===== config.mk =====
export PLATFORM = sky130hd
export DESIGN_NAME = idli_sqi_fetch_m
export DESIGN_NICKNAME = d
export VERILOG_FILES = /design/src/rtl/idli_sqi_fetch_m.sv
export SDC_FILE = /design/constraint.sdc
export NUM_CORES = 1
export LEC_CHECK = 0
export ABC_AREA = 1
export CORE_MARGIN = 2
export CORE_UTILIZATION = 57
export CTS_CLUSTER_DIAMETER = 60
export DETAILED_ROUTE_END_ITERATION = 16
export PLACE_DENSITY = 0.85
export SYNTH_ARGS = -nofsm -noshare
export SYNTH_HDL_FRONTEND = slang
export SYNTH_SLANG_ARGS = --single-unit

===== constraint.sdc =====
create_clock -name i_sqi_gck -period 2.37 [get_ports i_sqi_gck]
set_input_delay 0.5925 -clock i_sqi_gck [delete_from_list [all_inputs] [get_ports i_sqi_gck]]
set_output_delay 0.5925 -clock i_sqi_gck [all_outputs]
set_load 0.005 [all_outputs]

===== src/rtl/idli_sqi_fetch_m.sv =====
// Instruction fetch sequencer: drives a quad-SPI READ burst and streams
// instruction nibbles (MSB first) to decode with a valid/ready handshake.
//
// Ports:
//   i_sqi_gck, i_sqi_rst_n       clock, async active-low reset
//   o_sqi_cs_n, o_sqi_sio(_oe)   memory chip select and command/address bus
//   i_sqi_sio                    nibble returned by memory
//   o_sqi_data(_vld), i_sqi_data_rdy, o_sqi_pc   decode stream and its PC
//   o_sqi_flush                  discard partially received instruction
//   i_sqi_redir, i_sqi_redir_pc  branch redirect
module idli_sqi_fetch_m #(
   parameter int unsigned DUMMY_CYCLES = 2,
   parameter logic [15:0] RST_PC       = 16'h0000
) (
   input  logic        i_sqi_gck,
   input  logic        i_sqi_rst_n,
   output logic        o_sqi_cs_n,
   output logic [3:0]  o_sqi_sio,
   output logic        o_sqi_sio_oe,
   input  logic [3:0]  i_sqi_sio,
   output logic [3:0]  o_sqi_data,
   output logic        o_sqi_data_vld,
   input  logic        i_sqi_data_rdy,
   output logic [15:0] o_sqi_pc,
   output logic        o_sqi_flush,
   input  logic        i_sqi_redir,
   input  logic [15:0] i_sqi_redir_pc
);

   typedef enum logic [2:0] {
      IDLE,
      CMD,
      ADDR,
      DUMMY,
      DATA
   } state_t;

   state_t      state_q;
   logic [2:0]  cyc_q;
   logic [1:0]  nib_ctr_q;
   logic [15:0] pc_q;
   logic [15:0] fetch_addr_q;
   logic        cs_n_q;
   logic        oe_q;
   logic [3:0]  sio_q;
   logic [3:0]  data_q;
   logic        vld_q;

   logic xfer;
   logic drop;
   logic mid_instr;

   assign xfer      = vld_q && i_sqi_data_rdy;
   assign drop      = vld_q && !i_sqi_data_rdy;
   assign mid_instr = (nib_ctr_q != 2'd0);

   // Decode must forget a partial instruction whenever the stream is
   // broken mid-instruction, whether by a redirect or by a dropped nibble.
   assign o_sqi_flush = mid_instr && (i_sqi_redir || drop);

   assign o_sqi_cs_n     = cs_n_q;
   assign o_sqi_sio      = sio_q;
   assign o_sqi_sio_oe   = oe_q;
   assign o_sqi_data     = data_q;
   assign o_sqi_data_vld = vld_q;
   assign o_sqi_pc       = pc_q;

   always_ff @(posedge i_sqi_gck or negedge i_sqi_rst_n) begin
      if (!i_sqi_rst_n) begin
         state_q      <= IDLE;
         cyc_q        <= 3'd0;
         nib_ctr_q    <= 2'd0;
         pc_q         <= RST_PC;
         fetch_addr_q <= RST_PC;
         cs_n_q       <= 1'b1;
         oe_q         <= 1'b0;
         sio_q        <= 4'h0;
         data_q       <= 4'h0;
         vld_q        <= 1'b0;
      end else begin
         // Accepted nibbles advance the instruction position; the PC
         // moves only once the last nibble of an instruction is taken.
         if (xfer) begin
            nib_ctr_q <= nib_ctr_q + 2'd1;
            if (nib_ctr_q == 2'd3) begin
               pc_q <= pc_q + 16'd1;
            end
         end

         if (i_sqi_redir) begin
            // Redirect overrides everything, including a same-cycle drop.
            state_q      <= IDLE;
            cyc_q        <= 3'd0;
            nib_ctr_q    <= 2'd0;
            pc_q         <= i_sqi_redir_pc;
            fetch_addr_q <= i_sqi_redir_pc;
            cs_n_q       <= 1'b1;
            oe_q         <= 1'b0;
            sio_q        <= 4'h0;
            vld_q        <= 1'b0;
         end else begin
            unique case (state_q)
               IDLE: begin
                  state_q <= CMD;
                  cyc_q   <= 3'd0;
                  cs_n_q  <= 1'b0;
                  oe_q    <= 1'b1;
                  sio_q   <= 4'h0;
               end
               CMD: begin
                  if (cyc_q == 3'd0) begin
                     cyc_q <= 3'd1;
                     sio_q <= 4'h3;
                  end else begin
                     state_q <= ADDR;
                     cyc_q   <= 3'd0;
                     sio_q   <= fetch_addr_q[15:12];
                  end
               end
               ADDR: begin
                  cyc_q <= cyc_q + 3'd1;
                  unique case (cyc_q)
                     3'd0:    sio_q <= fetch_addr_q[11:8];
                     3'd1:    sio_q <= fetch_addr_q[7:4];
                     3'd2:    sio_q <= fetch_addr_q[3:0];
                     default: begin
                        state_q <= DUMMY;
                        cyc_q   <= 3'd0;
                        oe_q    <= 1'b0;
                        sio_q   <= 4'h0;
                     end
                  endcase
               end
               DUMMY: begin
                  if (cyc_q == 3'(DUMMY_CYCLES - 1)) begin
                     state_q <= DATA;
                     cyc_q   <= 3'd0;
                  end else begin
                     cyc_q <= cyc_q + 3'd1;
                  end
               end
               DATA: begin
                  if (drop) begin
                     // Memory cannot stall: end the burst and refetch
                     // the instruction that was being delivered.
                     state_q      <= IDLE;
                     nib_ctr_q    <= 2'd0;
                     fetch_addr_q <= pc_q;
                     cs_n_q       <= 1'b1;
                     vld_q        <= 1'b0;
                  end else begin
                     data_q <= i_sqi_sio;
                     vld_q  <= 1'b1;
                  end
               end
               default: begin
                  state_q <= IDLE;
                  cs_n_q  <= 1'b1;
                  oe_q    <= 1'b0;
                  vld_q   <= 1'b0;
               end
            endcase
         end
      end
   end

endmodule

# Word-level counts from Yosys, hierarchy flattened
# Cells that the tools add are included.
dict set report classes {
  n_addsub 3
  multipliers 0
  n_div 0
  n_lt_le_gt_ge 0
  n_eq_ne 14
  shifts 0
  n_mux 34
  bitwise_logic 2
  reduce_logical 24
}
# op count
set op_table {}
lappend op_table {{$mux W16} 6}
lappend op_table {{$mux W3} 8}
lappend op_table {{$pmux W4 S3} 2}
lappend op_table {{$add A16 B1 Y16 const B} 1}
lappend op_table {{$pmux W3 S5} 1}
lappend op_table {{$ne A3 B3 Y1 const B} 4}
lappend op_table {{$pmux W3 S4} 1}
lappend op_table {{$reduce_bool A2 Y1} 5}
lappend op_table {{$eq A3 B2 Y1 const B} 3}
lappend op_table {{$reduce_or A3 Y1} 3}
lappend op_table {{$mux W2} 4}
lappend op_table {{$mux W4} 2}
lappend op_table {{$reduce_and A2 Y1} 4}
lappend op_table {{$mux W1} 7}
lappend op_table {{$eq A3 B1 Y1 const B} 2}
lappend op_table {{$logic_not A3 Y1} 2}
lappend op_table {{$ne A2 B1 Y1 const B} 3}
lappend op_table {{$pmux W1 S3} 2}
lappend op_table {{$reduce_bool A5 Y1} 1}
lappend op_table {{$reduce_and A4 Y1} 1}
lappend op_table {{$reduce_bool A4 Y1} 1}
lappend op_table {{$reduce_or A4 Y1} 1}
lappend op_table {{$add A3 B1 Y3 const B} 1}
lappend op_table {{$eq A3 B3 Y1 const B} 1}
lappend op_table {{other kinds (8)} 11}
dict set report word_totals {
  regBits 51
  latch_bits 0
  ramBits 0
  romBits 0
  inputBits 24
  out_inout_bits 28
  elab_cells 87
  n_memories 0
}

# Logic depth before layout (Yosys ltp)
# Gate-level depths: netlist of run 1.
dict set report logic_depth {
  depth_word 5
  depth_mapped 10
  mapped_depth_nobuf 10
}

# Worst setup path after synthesis of run 1
# Ideal clock, no wire load.
dict set report synth_path {
  path_type {input to output}
  start {input i_sqi_redir}
  end {output o_sqi_flush}
  arrival_ns 1.005
  required_time_ns 1.778
  path_slack_ns 0.772
  stages 5
  path_buffers 1
  path_cell_list {buf_4 -> inv_4 -> nand2_1 -> inv_1 -> nor2_1}
}
dict set report synth_between {
  elab_chain_cells 2
}
# element line_no
set synth_lines {}
lappend synth_lines {{from (decl)} 26} ;# input logic i_sqi_redir,
lappend synth_lines {{$logic_or A1 B1 Y1} 59} ;# assign o_sqi_flush = mid_instr && (i_sqi_redir || drop);
lappend synth_lines {{$logic_and A1 B1 Y1} 59}
lappend synth_lines {{to (decl)} 25} ;# output logic o_sqi_flush,
# No other way between the ends.

# Worst setup path in the final report of run 1
dict set report layout_path {
  start {input i_sqi_data_rdy}
  end {output o_sqi_flush}
}
dict set report layout_between {
  elab_chain_cells 4
}
# element line_no
set layout_lines {}
lappend layout_lines {{from (decl)} 23} ;# input logic i_sqi_data_rdy,
lappend layout_lines {{$logic_not A1 Y1} 54} ;# assign drop = vld_q && !i_sqi_data_rdy;
lappend layout_lines {{$logic_and A1 B1 Y1} 54}
lappend layout_lines {{$logic_or A1 B1 Y1} 59}
lappend layout_lines {{$logic_and A1 B1 Y1} 59}
# No other way between the ends.

==> results of run 1 <==
==> report_power, final <==
| group | switching, mW | internal [mW] | leakage [nW] |
|---|---|---|---|
| registers | 0.137 | 1.03 | 0.637 |
| logic | 0.490 | 0.409 | 1.14 |
| clock network | 0.286 | 0.342 | 0.0612 |
| total | 0.912 | 1.78 | 1.84 |
==> per-stage QoR <==
step / hold slack (ps) / setup TNS [ps] / instance area [sq um] / utilization / setup slack (ps)
floorplan: 297 / 0 / 3000 / - / 772
global placement: 452 / -137 / 3590 / 0.703 / -137
detailed placement: 462 / -146 / 3590 / 0.703 / -146
CTS: 297 / 0 / 3710 / 0.726 / 178
global route: 317 / 0 / 3710 / 0.726 / 99.7
finish: 285 / 0 / 3710 / 0.726 / 186
==> registers in the layout, indices dropped and copies added, names as in the netlist <==
register / flops
cyc_q: 3
fetch_addr_q: 16
nib_ctr_q: 2
o_sqi_cs_n: 1
o_sqi_data: 4
o_sqi_data_vld: 1
o_sqi_pc: 16
o_sqi_sio: 4
o_sqi_sio_oe: 1
state_q: 3
==> worst max-delay path: cells and delay by family <==
family | cells | cell delay [ps]
and+or+nand+nor | 3 | 180
buffers and inverters | 4 | 820
==> final cells by class <==
cell class              count  area [sq um]  share of cell area
well taps                  70          87.6              0.0236
repair buffers             59           563               0.152
inverters                  43           166              0.0449
clock inverters             2          35.0             0.00945
clock buffers               6          82.6              0.0223
multi-input cells         313          1490               0.403
flip-flops and latches     51          1280               0.345
==> cells in the final DEF, fill, tap and decap left out, types with 4 or more instances in the layout <==
master,count
dfrtp_1,50
nand2_1,168
a21oi_1,5
ha_1,7
nor2_1,30
clkbuf_8,6
nand4_1,8
o21ai_2,6
a31oi_1,8
inv_1,38
buf_4,8
nor3_1,4
nand3_1,32
clkdlybuf4s50_1,48
o21ai_0,22
==> synthesized netlist by cell type (all sizes together) <==
cell / number
a21oi: 5
xor2: 1
nor3: 5
clkbuf: 1
a31oi: 8
nand3: 33
nand2: 170
o21ai: 32
dfstp: 1
nor2: 36
o21a: 2
a211oi: 1
ha: 7
o221ai: 1
inv: 43
a21boi: 1
nand4: 8
xnor2: 1
dfrtp: 50
buf: 8
o21bai: 2
==> cell families after synthesis <==
logic type / after synthesis / synth area share
xor gates and xnor gates: 2 / 0.00584
adders and majority gates: 7 / 0.0292
buffers and inverters: 52 / 0.0759
DFF: 51 / 0.426
AOI/OAI and AO/OA: 52 / 0.108
and+or+nand+nor: 252 / 0.355
==> repair_timing <==
action,CTS,global route
setup endpoints to repair,1,0
hold buffers,0,0
setup buffers,0,0
gates resized for setup,2,0
==> worst min-delay path by stage <==
stage / depth (start not counted) / to / startpoint
after global placement: 2 / fetch_addr_q[12] / fetch_addr_q[12]
after global routing: 1 / o_sqi_data[3] / i_sqi_rst_n
final: 1 / o_sqi_data[3] / i_sqi_rst_n
after detailed placement: 2 / fetch_addr_q[10] / fetch_addr_q[10]
after CTS: 1 / o_sqi_data[3] / i_sqi_rst_n
after floorplan: 0 / cyc_q[0] / i_sqi_rst_n
==> per-layer routing <==
layer	global-route usage	up-vias	share of wire
li1	-	1441	-
met1	0.333	1336	0.44
met2	0.451	98	0.49
met3	0.0391	13	0.049
met4	0.102	0	0.019
met5	0	-	0
==> key figures, run 1 <==
Outcome
  – Status: finished clean

Logic synthesis
  – Post-synthesis net count: 447
  – Sequential-to-total area share from yosys stat: 0.426
  – Area leader, netlist: dfrtp_1
  – YS warnings: 0
  – Top cells by area, synth: dfrtp_1 42%, nand2_1 21%, nand3_1 5.3%, inv_1 4.8%, nor2_1 3.8%
  – Mapped Cells: 416
  – #FFs+latches synth: 51
  – Avg Inst Size Synth: 7.21 sq um
  – Area of the mapped netlist: 0.00300 sq mm
  – Post-synth top area share: 0.417
  – Netlist cell types: 33

Routing
  – DR vias: 2888
  – WL per Instance: 13.5 microns
  – DR vias/cell: 5.31
  – Residual DRC: 0
  – Pre-antenna DRT Iters: 4
  – Antenna-violating nets left: 0
  – Final WL: 7330 microns
  – DRT iter0 DRCs: 133

CTS
  – CTS tree: yes
  – H-Tree Depth: 2
  – CTS Buffer Depth: 2
  – Root buffer cell: clkbuf_8
  – Inserted Clock Buffers: 5
  – Clk slew on worst S/H paths: 90 ps
  – Clock sink count: 51
  – Clk_lat worst skew: 310 ps

Die
  – Initial Utilization: 0.587
  – Die width: 76.5 microns
  – Std-Cell Rows: 26
  – I/O pins: 52
  – Die Span Y: 76.5 microns
  – Core area: 0.00511 sq mm
  – Die area: 0.00586 sq mm

Global route
  – Vias in the first global route: 2748
  – Largest net degree at the start of global routing: 35
  – Initial antenna violation count: 0
  – GRT Residual Overflow: 0
  – First-pass GRT wire length: 12500 microns
  – Gr usage total: 0.262

Flow run
  – Number of max-cap violations: 0

Timing
  – Min Tclk post-route: 2180 ps
  – Relative slew slack: 0.592
  – Fmax: 458 MHz
  – RSZ-0062 raised after global routing: no
  – Endpoints failing setup: 0
  – Least-Margin Pin Slew: 612 ps
  – Max Slew Vio Count: 0
  – Final Hold Viols: 0
  – Period utilisation layout: 0.921
  – Worst clock skew: 10.4 ps

Setup path
  – FF-to-FF Start: cyc_q[0]
  – WS Path Type: in2out
  – WP data arrival: 1590 ps
  – Worst setup SP type: input pin
  – Crit Path Max Fanout: 2
  – Crit end category: primary output
  – Largest incremental delay on the critical path: 470 ps
  – Setup crit start: i_sqi_data_rdy
  – Crit path cell chain: clkdlybuf4s50_1 > inv_1 > nand2_1 > nand2_1 > inv_1 > nor2_1 > dlygate4sd2_1
  – R2R Setup Slk: 590 ps
  – Crit path capture: o_sqi_flush
  – Worst R2R End: state_q[2]
  – Slowest stage cell, crit path: clkdlybuf4s50_1
  – R2R depth: 9
  – Req. time, crit path: 1780 ps

Power and ir drop
  – Tot Pwr: 2.69 mW
  – PD cells: 726 mW/mm^2
  – Max VDD drop: 0.364 mV
  – Leak: 1.84 nW

Place
  – Hpwl dp: 5380 microns
  – Port-buffer cells: 51
  – RePlAce Congestion: 0.882
  – Placed cell count: 536

Cells and area
  – # diodes: 0
  – Fin cells: 544
  – Nets@finish: 504
  – Fillers: 433
  – Area grow syn2layout: 23.6%
  – Layout cells sized above 1: 0.0844

Worst hold path
  – Worst min path class: in2async
Power figures use the tool's default switching activity.
==> run 2: changes to the inputs <==
PLACE_DENSITY = 0.86   (was 0.85)
==> run 2 against run 1 <==
Net effect: combinational power is essentially flat; via count decreased by 1.6%; maximum frequency grew 0.43%; wire length fell by 1.9%; global-route usage decreased by 0.94 points; sequential power about the same; non-clock buffer count fell by 1; first-iteration DRC count increased by 20%; critical path depth stayed put; clock skew increased by 1.9 ps; largest power group unchanged; highest routed layer unchanged.
==> key figures, run 2 (same netlist as run 1, synthesis figures left out) <==
CTS
  – Hold_buf cts: 0 (unchanged)
  – Inserted Clock Buffers: 5 (unchanged)
  – Clock sink count: 51 (unchanged)
  – Clk_lat worst skew: 310 ps (about the same)
  – H-Tree Depth: 2 (unchanged)
  – CTS Buffer Depth: 2 (unchanged)
  – Root buffer cell: clkbuf_8
  – CTS tree: yes
  – Clk slew on worst S/H paths: 100 ps (about the same)

Cells and area
  – Area grow syn2layout: 23.3%
  – Nets@finish: 503 (-0.20%)
  – Most frequent cells in the layout: 168 x nand2_1, 50 x dfrtp_1, 48 x clkdlybuf4s50_1
  – Core Util, Final: 0.724 (-0.00147)
  – Commonest non-fill, non-tap cell in the layout: nand2_1
  – Layout cells sized above 1: 0.0825 (-0.00194)
  – # diodes: 0 (unchanged)

Power and ir drop
  – Internal power: 1.78 mW (about the same)
  – Leak: 1.84 nW (-0.26%)
  – PD cells: 730 mW/mm^2 (+0.58%)
  – Switching Share: 0.342 (+0.00300)
  – Sw power: 0.924 mW (+1.3%)
  – Max VDD drop: 0.427 mV (+17%)
  – Register share of total power: 0.432 (about the same)
  – Comb power frac: 0.332 (-0.002)
  – Tot Pwr: 2.70 mW (+0.37%)
  – Clock network fraction of total power: 0.236 (+0.003)

Timing
  – Worst hold slack: 393 ps (+109 ps)
  – Relative slew slack: 0.560 (-0.0315)
  – Final Hold Viols: 0 (unchanged)
  – Fmax: 460 MHz (+0.43%)
  – Min Tclk post-route: 2170 ps (-9.27 ps)
  – Endpoints failing setup: 0 (unchanged)
  – Max Slew Vio Count: 0 (unchanged)
  – Least-Margin Pin Slew: 660 ps (+47.3 ps)
  – Period utilisation layout: 0.917 (-0.00391)
  – RSZ-0062 raised after global routing: no
  – Worst clock skew: 12.4 ps (+1.92 ps)

Setup path
  – Req. time, crit path: 1780 ps (about the same)
  – Crit Path Max Fanout: 2 (unchanged)
  – WP data arrival: 1580 ps (about the same)
  – WS Path Type: in2out
  – Largest incremental delay on the critical path: 480 ps (about the same)
  – Crit end category: primary output
  – Delay-heaviest family, CP: buffers and inverters
  – WP depth: 7 (unchanged)
  – R2R depth: 9 (unchanged)
  – Crit path cell chain: clkdlybuf4s50_1 > inv_1 > nand2_1 > nand2_1 > inv_1 > nor2_1 > dlygate4sd2_1
  – Worst setup SP type: input pin
  – Slowest stage cell, crit path: clkdlybuf4s50_1
  – Crit path buffers/inverters: 4 (unchanged)

Routing
  – DR vias: 2842 (-1.6%)
  – Antenna-violating nets left: 0 (unchanged)
  – Residual DRC: 0 (unchanged)
  – DRT iter0 DRCs: 160 (+20%)
  – Final WL: 7190 microns (-1.9%)
  – Pre-antenna DRT Iters: 4 (unchanged)
  – DR vias/cell: 5.23 (-1.4%)
  – WL per Instance: 13.2 microns (-1.8%)

Global route
  – Largest net degree at the start of global routing: 52 (+49%)
  – GRT Residual Overflow: 0 (unchanged)
  – Vias in the first global route: 2640 (-3.9%)
  – First-pass GRT wire length: 12100 microns (-3.1%)
  – Initial antenna violation count: 0 (unchanged)
  – Gr usage total: 0.253 (-0.00937)

Die
  – Die width: 76.5 microns (unchanged)
  – I/O pins: 52 (unchanged)
  – Initial Utilization: 0.587 (unchanged)
  – Std-Cell Rows: 26 (unchanged)
  – Core area: 0.00511 sq mm (unchanged)
  – Die Span Y: 76.5 microns (unchanged)
  – Die area: 0.00586 sq mm (unchanged)

Flow run
  – Number of max-cap violations: 0 (unchanged)

Outcome
  – Status: finished clean

Place
  – Hpwl dp: 5240 microns (-2.6%)
  – RePlAce Congestion: 0.877 (-0.59%)
  – Port-buffer cells: 51 (unchanged)

Worst hold path
  – Worst min path class: in2async
==> run 2: final timing paths <==
kind | startpoint | end | slack (ps)
worst max-delay path | i_sqi_data_rdy | o_sqi_flush | 200
worst min-delay path | i_sqi_rst_n | fetch_addr_q[1] | 390
worst max register to register | cyc_q[0] | state_q[0] | 610
worst min register to register | o_sqi_sio[0] | o_sqi_sio[0] | 480
max in group asynchronous | i_sqi_rst_n | o_sqi_sio[0] | 1540
min in group i_sqi_gck | o_sqi_sio[0] | o_sqi_sio[0] | 480
==> run 2: area by class of cell <==
| type | instances | area [sq um] |
|---|---|---|
| Tap cell | 70 | 87.6 |
| Fill cell | 433 | 1410 |
| Multi-Input combinational cell | 313 | 1490 |
| Timing Repair Buffer | 58 | 556 |
| Clock buffer | 6 | 82.6 |
| Sequential cell | 51 | 1280 |
| Clock inverter | 2 | 35.0 |
| Inverter | 43 | 166 |
==> run 2: repair_timing <==
item                       in CTS  in global routing
buffers inserted                0                  0
setup endpoints to repair       1                  0
gates resized for setup         2                  0
==> run 2: worst register-to-register path: cells and delay by family (launching register included) <==
kind	cells	cell delay, ps
simple gates	5	760
flops	1	430
fa+ha+maj	1	190
buf+inv	2	160
compound gates	1	90
==> run 2: per-layer routing <==
layer / track usage / share of wire
met1: 0.333 / 0.44
met2: 0.438 / 0.50
met3: 0.0332 / 0.048
met4: 0.0727 / 0.017
met5: 0 / 0
==> run 2: stage by stage <==
| step | worst slack [ps] | TNS (ps) | cell area, sq um | cells |
|---|---|---|---|---|
| after floorplan | 772 | 0 | 3000 | 416 |
| after global placement | -136 | -136 | 3580 | 535 |
| after detailed placement | -171 | -171 | 3580 | 535 |
| after CTS | 186 | 0 | 3700 | 543 |
| after global routing | 134 | 0 | 3700 | 543 |
| final | 196 | 0 | 3700 | 543 |
==> run 2: power by group through the flow <==
stage	logic, mW	registers [mW]	clock network, mW
2_1_floorplan	0.515	1.16	0
3_5_place_dp	0.895	1.18	0
4_1_cts	0.900	1.17	0.643
3_3_place_gp	0.865	1.17	0
5_1_grt	1.00	1.19	0.678
6_report	0.897	1.17	0.637
==> run 3: changes to the inputs <==
GPL_TIMING_DRIVEN = 1   (was default)
==> results of run 3 <==
The final DEF is identical to that of run 2; final timing and power are the same.
